[src/rtl/uart_rx_if.sv]
// rtl/uart_rx_if.sv - serial input and parallel byte outputs of the UART receiver
interface uart_rx_if;
    logic       serial_in;
    logic [7:0] data_out;
    logic       data_valid;
    logic       framing_error;
    logic       busy;

    modport slave (
        input  serial_in,
        output data_out,
        output data_valid,
        output framing_error,
        output busy
    );

    modport master (
        output serial_in,
        input  data_out,
        input  data_valid,
        input  framing_error,
        input  busy
    );
endinterface

[src/rtl/uart_rx.sv]
// rtl/uart_rx.sv - 8N1 UART receiver, mid-bit sampling, one-cycle valid/framing-error strobes
module uart_rx #(
    parameter int CLKS_PER_BIT = 16
) (
    input  logic      clk,
    input  logic      reset,
    uart_rx_if.slave  bus
);
    localparam int CW = (CLKS_PER_BIT > 2) ? $clog2(CLKS_PER_BIT) : 1;
    localparam logic [CW-1:0] HALF_M1 = CW'(CLKS_PER_BIT / 2 - 1);
    localparam logic [CW-1:0] LAST    = CW'(CLKS_PER_BIT - 1);

    typedef enum logic [1:0] {IDLE, START, DATA, STOP} state_t;

    state_t        state_q, state_d;
    logic          sync1_q, sync1_d;
    logic          rx_q, rx_d;
    logic          prev_q, prev_d;
    logic [CW-1:0] cnt_q, cnt_d;
    logic [2:0]    bit_idx_q, bit_idx_d;
    logic [7:0]    shreg_q, shreg_d;
    logic [7:0]    data_out_q, data_out_d;
    logic          data_valid_q, data_valid_d;
    logic          framing_error_q, framing_error_d;

    logic fall_edge;
    logic at_half;
    logic at_end;

    assign fall_edge = !rx_q && prev_q;
    assign at_half   = (cnt_q == HALF_M1);
    assign at_end    = (cnt_q == LAST);

    always_ff @(posedge clk or posedge reset) begin
        if (reset) begin
            state_q         <= IDLE;
            sync1_q         <= 1'b1;
            rx_q            <= 1'b1;
            prev_q          <= 1'b1;
            cnt_q           <= '0;
            bit_idx_q       <= '0;
            shreg_q         <= '0;
            data_out_q      <= '0;
            data_valid_q    <= 1'b0;
            framing_error_q <= 1'b0;
        end else begin
            state_q         <= state_d;
            sync1_q         <= sync1_d;
            rx_q            <= rx_d;
            prev_q          <= prev_d;
            cnt_q           <= cnt_d;
            bit_idx_q       <= bit_idx_d;
            shreg_q         <= shreg_d;
            data_out_q      <= data_out_d;
            data_valid_q    <= data_valid_d;
            framing_error_q <= framing_error_d;
        end
    end

    always_comb begin
        state_d = state_q;
        unique case (state_q)
            IDLE:  if (fall_edge) state_d = START;
            START: if (at_half) state_d = rx_q ? IDLE : DATA;
            DATA:  if (at_end && bit_idx_q == 3'd7) state_d = STOP;
            STOP:  if (at_end) state_d = IDLE;
            default: state_d = IDLE;
        endcase
    end

    // Datapath and strobes; strobes default low so each lasts exactly one cycle.
    always_comb begin
        sync1_d         = bus.serial_in;
        rx_d            = sync1_q;
        prev_d          = rx_q;
        cnt_d           = cnt_q;
        bit_idx_d       = bit_idx_q;
        shreg_d         = shreg_q;
        data_out_d      = data_out_q;
        data_valid_d    = 1'b0;
        framing_error_d = 1'b0;
        unique case (state_q)
            IDLE: begin
                cnt_d = '0;
            end
            START: begin
                if (at_half) begin
                    cnt_d     = '0;
                    bit_idx_d = '0;
                end else begin
                    cnt_d = cnt_q + CW'(1);
                end
            end
            DATA: begin
                if (at_end) begin
                    cnt_d              = '0;
                    shreg_d[bit_idx_q] = rx_q;
                    bit_idx_d          = bit_idx_q + 3'd1;
                end else begin
                    cnt_d = cnt_q + CW'(1);
                end
            end
            STOP: begin
                if (at_end) begin
                    cnt_d = '0;
                    if (rx_q) begin
                        data_out_d   = shreg_q;
                        data_valid_d = 1'b1;
                    end else begin
                        framing_error_d = 1'b1;
                    end
                end else begin
                    cnt_d = cnt_q + CW'(1);
                end
            end
            default: cnt_d = '0;
        endcase
    end

    assign bus.data_out      = data_out_q;
    assign bus.data_valid    = data_valid_q;
    assign bus.framing_error = framing_error_q;
    assign bus.busy          = (state_q != IDLE);
endmodule

[src/flat_wrapper.sv]
// flat-port wrapper written by rule: the top's interface ports become plain ports
module uart_rx_flat 
#(
    parameter int CLKS_PER_BIT = 16
)
  (clk, reset, bus_serial_in, bus_data_out, bus_data_valid, bus_framing_error, bus_busy);
  uart_rx_if bus_i ();
  input  logic clk;
  input  logic reset;
  input wire logic [$bits(bus_i.serial_in)-1:0] bus_serial_in;
  output wire logic [$bits(bus_i.data_out)-1:0] bus_data_out;
  output wire logic [$bits(bus_i.data_valid)-1:0] bus_data_valid;
  output wire logic [$bits(bus_i.framing_error)-1:0] bus_framing_error;
  output wire logic [$bits(bus_i.busy)-1:0] bus_busy;
  assign bus_i.serial_in = bus_serial_in;
  assign bus_data_out = bus_i.data_out;
  assign bus_data_valid = bus_i.data_valid;
  assign bus_framing_error = bus_i.framing_error;
  assign bus_busy = bus_i.busy;
  uart_rx #(.CLKS_PER_BIT(CLKS_PER_BIT)) u_core (.clk(clk), .reset(reset), .bus(bus_i));
endmodule
[config.mk]
export PLATFORM = sky130hd
export DESIGN_NAME = uart_rx_flat
export DESIGN_NICKNAME = d
export VERILOG_FILES = /design/src/rtl/uart_rx_if.sv /design/src/rtl/uart_rx.sv /design/src/flat_wrapper.sv
export SDC_FILE = /design/constraint.sdc
export NUM_CORES = 1
export LEC_CHECK = 0
export ABC_AREA = 1
export BUFFER_PORTS_ARGS = -buffer_cell sky130_fd_sc_hd__clkbuf_2
export CORE_MARGIN = 1.5
export CORE_UTILIZATION = 30
export DETAILED_ROUTE_END_ITERATION = 8
export PLACE_DENSITY = 0.45
export RECOVER_POWER = 25
export SETUP_SLACK_MARGIN = 0.02
export SLEW_MARGIN = 20
export SYNTH_ARGS = -nofsm -noshare
export SYNTH_HDL_FRONTEND = slang
export SYNTH_SLANG_ARGS = --single-unit
[constraint.sdc]
create_clock -name clk -period 1.9 [get_ports clk]
set_input_delay 0.095 -clock clk [delete_from_list [all_inputs] [get_ports clk]]
set_output_delay 0.095 -clock clk [all_outputs]
set_load 0.02 [all_outputs]
==> results.sh <==
export IMPL_outcome="complete, no violations"
export IMPL_ys_warn_count=0
export IMPL_rsz0062_at_grt="no"
export IMPL_worstSetupEndpoint="bus_busy"
export IMPL_critPathSlowestCell="dfrtp_1"
export IMPL_vias=950
export IMPL_clk_pin_slew_ns=0.06
export IMPL_seqPwrFrac=0.418
export IMPL_initial_utilization=0.322
export IMPL_synth_top_area_share=0.509
export IMPL_max_stage_delay_ns=0.52
export IMPL_ys_ff_latch=30
export IMPL_synthCells=143
export IMPL_cts_htree_levels=2
export IMPL_cp_data_required_time_ns=1.80
export IMPL_fin_nets=171
export IMPL_drive_gt1_frac=0.211
export IMPL_p_sw_frac=0.253
export IMPL_fp_dieArea_mm2=0.00483
export IMPL_die_y_um=69.5
export IMPL_cts_tree="done"
export IMPL_synth_edf_count=0
export IMPL_worstPathArrival_ns=1.40
export IMPL_die_w_um=69.5
export IMPL_area_growth_pct=21.4
export IMPL_finClkSkew_ns=0.00671
export IMPL_reg2reg_from="u_core.bit_idx_q[0]"
export IMPL_power_frac_clock=0.459
export IMPL_synth_most_common_cell="nand2_1"
export IMPL_ys_types=22
export IMPL_hpwl_mm=1.76
export IMPL_cp_num_cells=3
export IMPL_layout_min_cycle_time_ns=1.49
export IMPL_drc=0
export IMPL_io_pins=14
export IMPL_max_cap_violations=0
export IMPL_clock_sinks=30
export IMPL_worst_slew_pin_slew_ns=0.746
export IMPL_clkLatencyLatePin_ns=0.28
export IMPL_avgRoutedWirePerCell_um=11.6
export IMPL_hold_path_class="reg -> reg"
export IMPL_hold_viol=0
export IMPL_fin_crit_sh=0.785
export IMPL_p_comb_frac=0.123
export IMPL_antenna_cells=0
export IMPL_rr_worst_depth=9
export IMPL_fin_setup_tns_ns=0
export IMPL_cts_buffers=5
export IMPL_setup_ws_ns=0.408
export IMPL_place_ws_ns=0.475
export IMPL_drtPass1Iterations=4
export IMPL_avgSynthCellArea_um2=9.27
export IMPL_synth_nets=149
export IMPL_worstSetupPathType="reg -> out"
export IMPL_synth_top_area_cell="dfrtp_1"
export IMPL_irDropWorstVdd_uv=469
export IMPL_report_final_setup_viol=0
export IMPL_async_flop_share=1.00
export IMPL_slew_viol_final=0
export IMPL_internal_power_w=0.00131
export IMPL_p_switching_w=0.000442
export IMPL_gp_congestion=0.760
export IMPL_synthTopCellsByCount="nand2_1 (49), dfrtp_1 (27), inv_1 (13)"
export IMPL_root_buffer="clkbuf_8"
export IMPL_cts_resized_gates=0
export IMPL_wirelength_mm=2.50
export IMPL_crit_buf_inv=2
export IMPL_track_usage=0.121
export IMPL_endpoint_kind="primary output"
export IMPL_slew_headroom=0.503
export IMPL_grt_ovfl_total=0
export IMPL_drtAntennaViolNets=0
export IMPL_yosysSeqAreaShare=0.569
export IMPL_critical_path_peak_fanout=7
export IMPL_start_kind="flip-flop"
export IMPL_power_leakage_nw=0.830
export IMPL_routed_via_density=4.40
export IMPL_cts_setup_buffers=0
export IMPL_r2r_setup_slack_ns=0.47
export IMPL_power_density_mw_per_mm2=1090
export IMPL_crit_path_cell_trace="nor2_1 -> inv_1 -> clkbuf_2"
export IMPL_yosys_most_used_dff="dfrtp_1"
export IMPL_grt_antenna_before_repair=0
export IMPL_max_freq_mhz=670
export IMPL_port_buffers=13
export IMPL_grt_first_pass_wirelength_mm=4.57
export IMPL_grt_pass1_vias=962
export IMPL_post_synth_instance_area_mm2=0.00133
export IMPL_grt_max_degree=31
export IMPL_synth_area_top_cells="dfrtp_1 (51%), nand2_1 (14%), dfstp_2 (5.9%)"
export IMPL_cts_buffer_depth=2
export IMPL_core_mm2=0.00412
export IMPL_first_iter_violations=27
export IMPL_row_count=23
export IMPL_crit_family="flip-flops"
## repair_timing
action / CTS / global route
hold buffers: 2 / 0
setup endpoints to repair: 0 / 0
hold endpoints to repair: 28 / 0
## worst min path at each step
| stage | startpoint | endpoint | cells after the start |
|---|---|---|---|
| after detailed placement | reset | u_core.cnt_q[3] | 3 |
| final | u_core.rx_d | u_core.prev_d | 0 |
| after CTS | u_core.rx_d | u_core.prev_d | 0 |
| after global routing | u_core.rx_d | u_core.prev_d | 0 |
| after floorplan | bus_serial_in | u_core.rx_d | 0 |
| after global placement | reset | u_core.cnt_q[3] | 3 |
## power by group through the flow
stage | Clock (W) | Combinational [W] | Sequential (W)
4_1_cts | 0.000827 | 0.000218 | 0.000729
2_1_floorplan | 0 | 0.000171 | 0.000727
6_report | 0.000803 | 0.000215 | 0.000730
3_3_place_gp | 0 | 0.000212 | 0.000738
3_5_place_dp | 0 | 0.000213 | 0.000740
5_1_grt | 0.000856 | 0.000249 | 0.000736
## metal layers
layer  vias up  part of all wire  global-route usage
met5         -                 0                   0
met4         0             0.023              0.0588
met3         7             0.042              0.0436
met2        18              0.42               0.168
met1       430              0.51               0.166
li1        495                 -                   -
## worst register-to-register path: stages, from the launching register on
cell,delay (ns)
dfrtp_1,0.49
ha_1,0.22
ha_1,0.14
inv_1,0.03
nand2_1,0.06
nand2_1,0.06
nor2_1,0.14
nand2_1,0.06
nand2_1,0.06
nand2_1,0.05
## cell families (layout without fill, tap and decap cells)
kind of cell	Yosys count	in the layout	share of synthesized area
buffers and inverters	18	41	0.0604
AND/OR/NAND/NOR	77	77	0.281
adder cells (fa/ha/maj)	3	3	0.0283
flip-flops	30	30	0.569
AO/OA/AOI/OAI	14	14	0.0547
XOR/XNOR	1	1	0.00660
## state kept, by name (all words and copies together) (netlist names), named ones only
signal                    flops
u_core.state_q                1
u_core.bus.data_valid         1
u_core.prev_d                 1
u_core.bus.framing_error      1
u_core.bit_idx_q              3
u_core.rx_d                   1
u_core.prev_q                 1
u_core.shreg_q                8
u_core.bus.data_out           8
u_core.cnt_q                  4
## final cells by class
type,count,area [um^2]
Tap cell,50,62.6
Clock inverter,2,60.1
Inverter,17,68.8
Clock buffer,6,82.6
Multi-Input combinational cell,95,492
Sequential cell,30,754
Timing Repair Buffer,16,90.1
Fill cell,420,2500
## through the flow
stage	instances	utilization	instance area, um^2	total power [W]	hold WS, ns
2_1_floorplan	143	-	1330	0.000898	0.0995
4_1_cts	216	0.392	1610	0.00177	0.358
6_report	216	0.391	1610	0.00175	0.361
3_5_place_dp	206	0.352	1450	0.000953	0.176
3_3_place_gp	206	0.352	1450	0.000950	0.171
5_1_grt	216	0.391	1610	0.00184	0.364
## placed cells by master, fill, tap and decap left out
master         count
dlygate4sd3_1      2
dfstp_2            2
o21ai_1            9
clkbuf_8           6
nor2_4             2
nand2_1           49
ha_1               3
nand2_4            1
nand3_1           10
a21oi_1            1
inv_1             13
nand2_2            1
clkbuf_2          14
dfstp_1            1
dfrtp_1           27
o21ai_0            3
nor4_1             1
nand4_4            1
nor2_1            10
clkinv_4           1
xnor2_1            1
nand3_4            1
o21bai_1           1
bufinv_16          2
inv_2              3
nor3_4             1
Note: power is estimated with default switching activity, not from simulation.
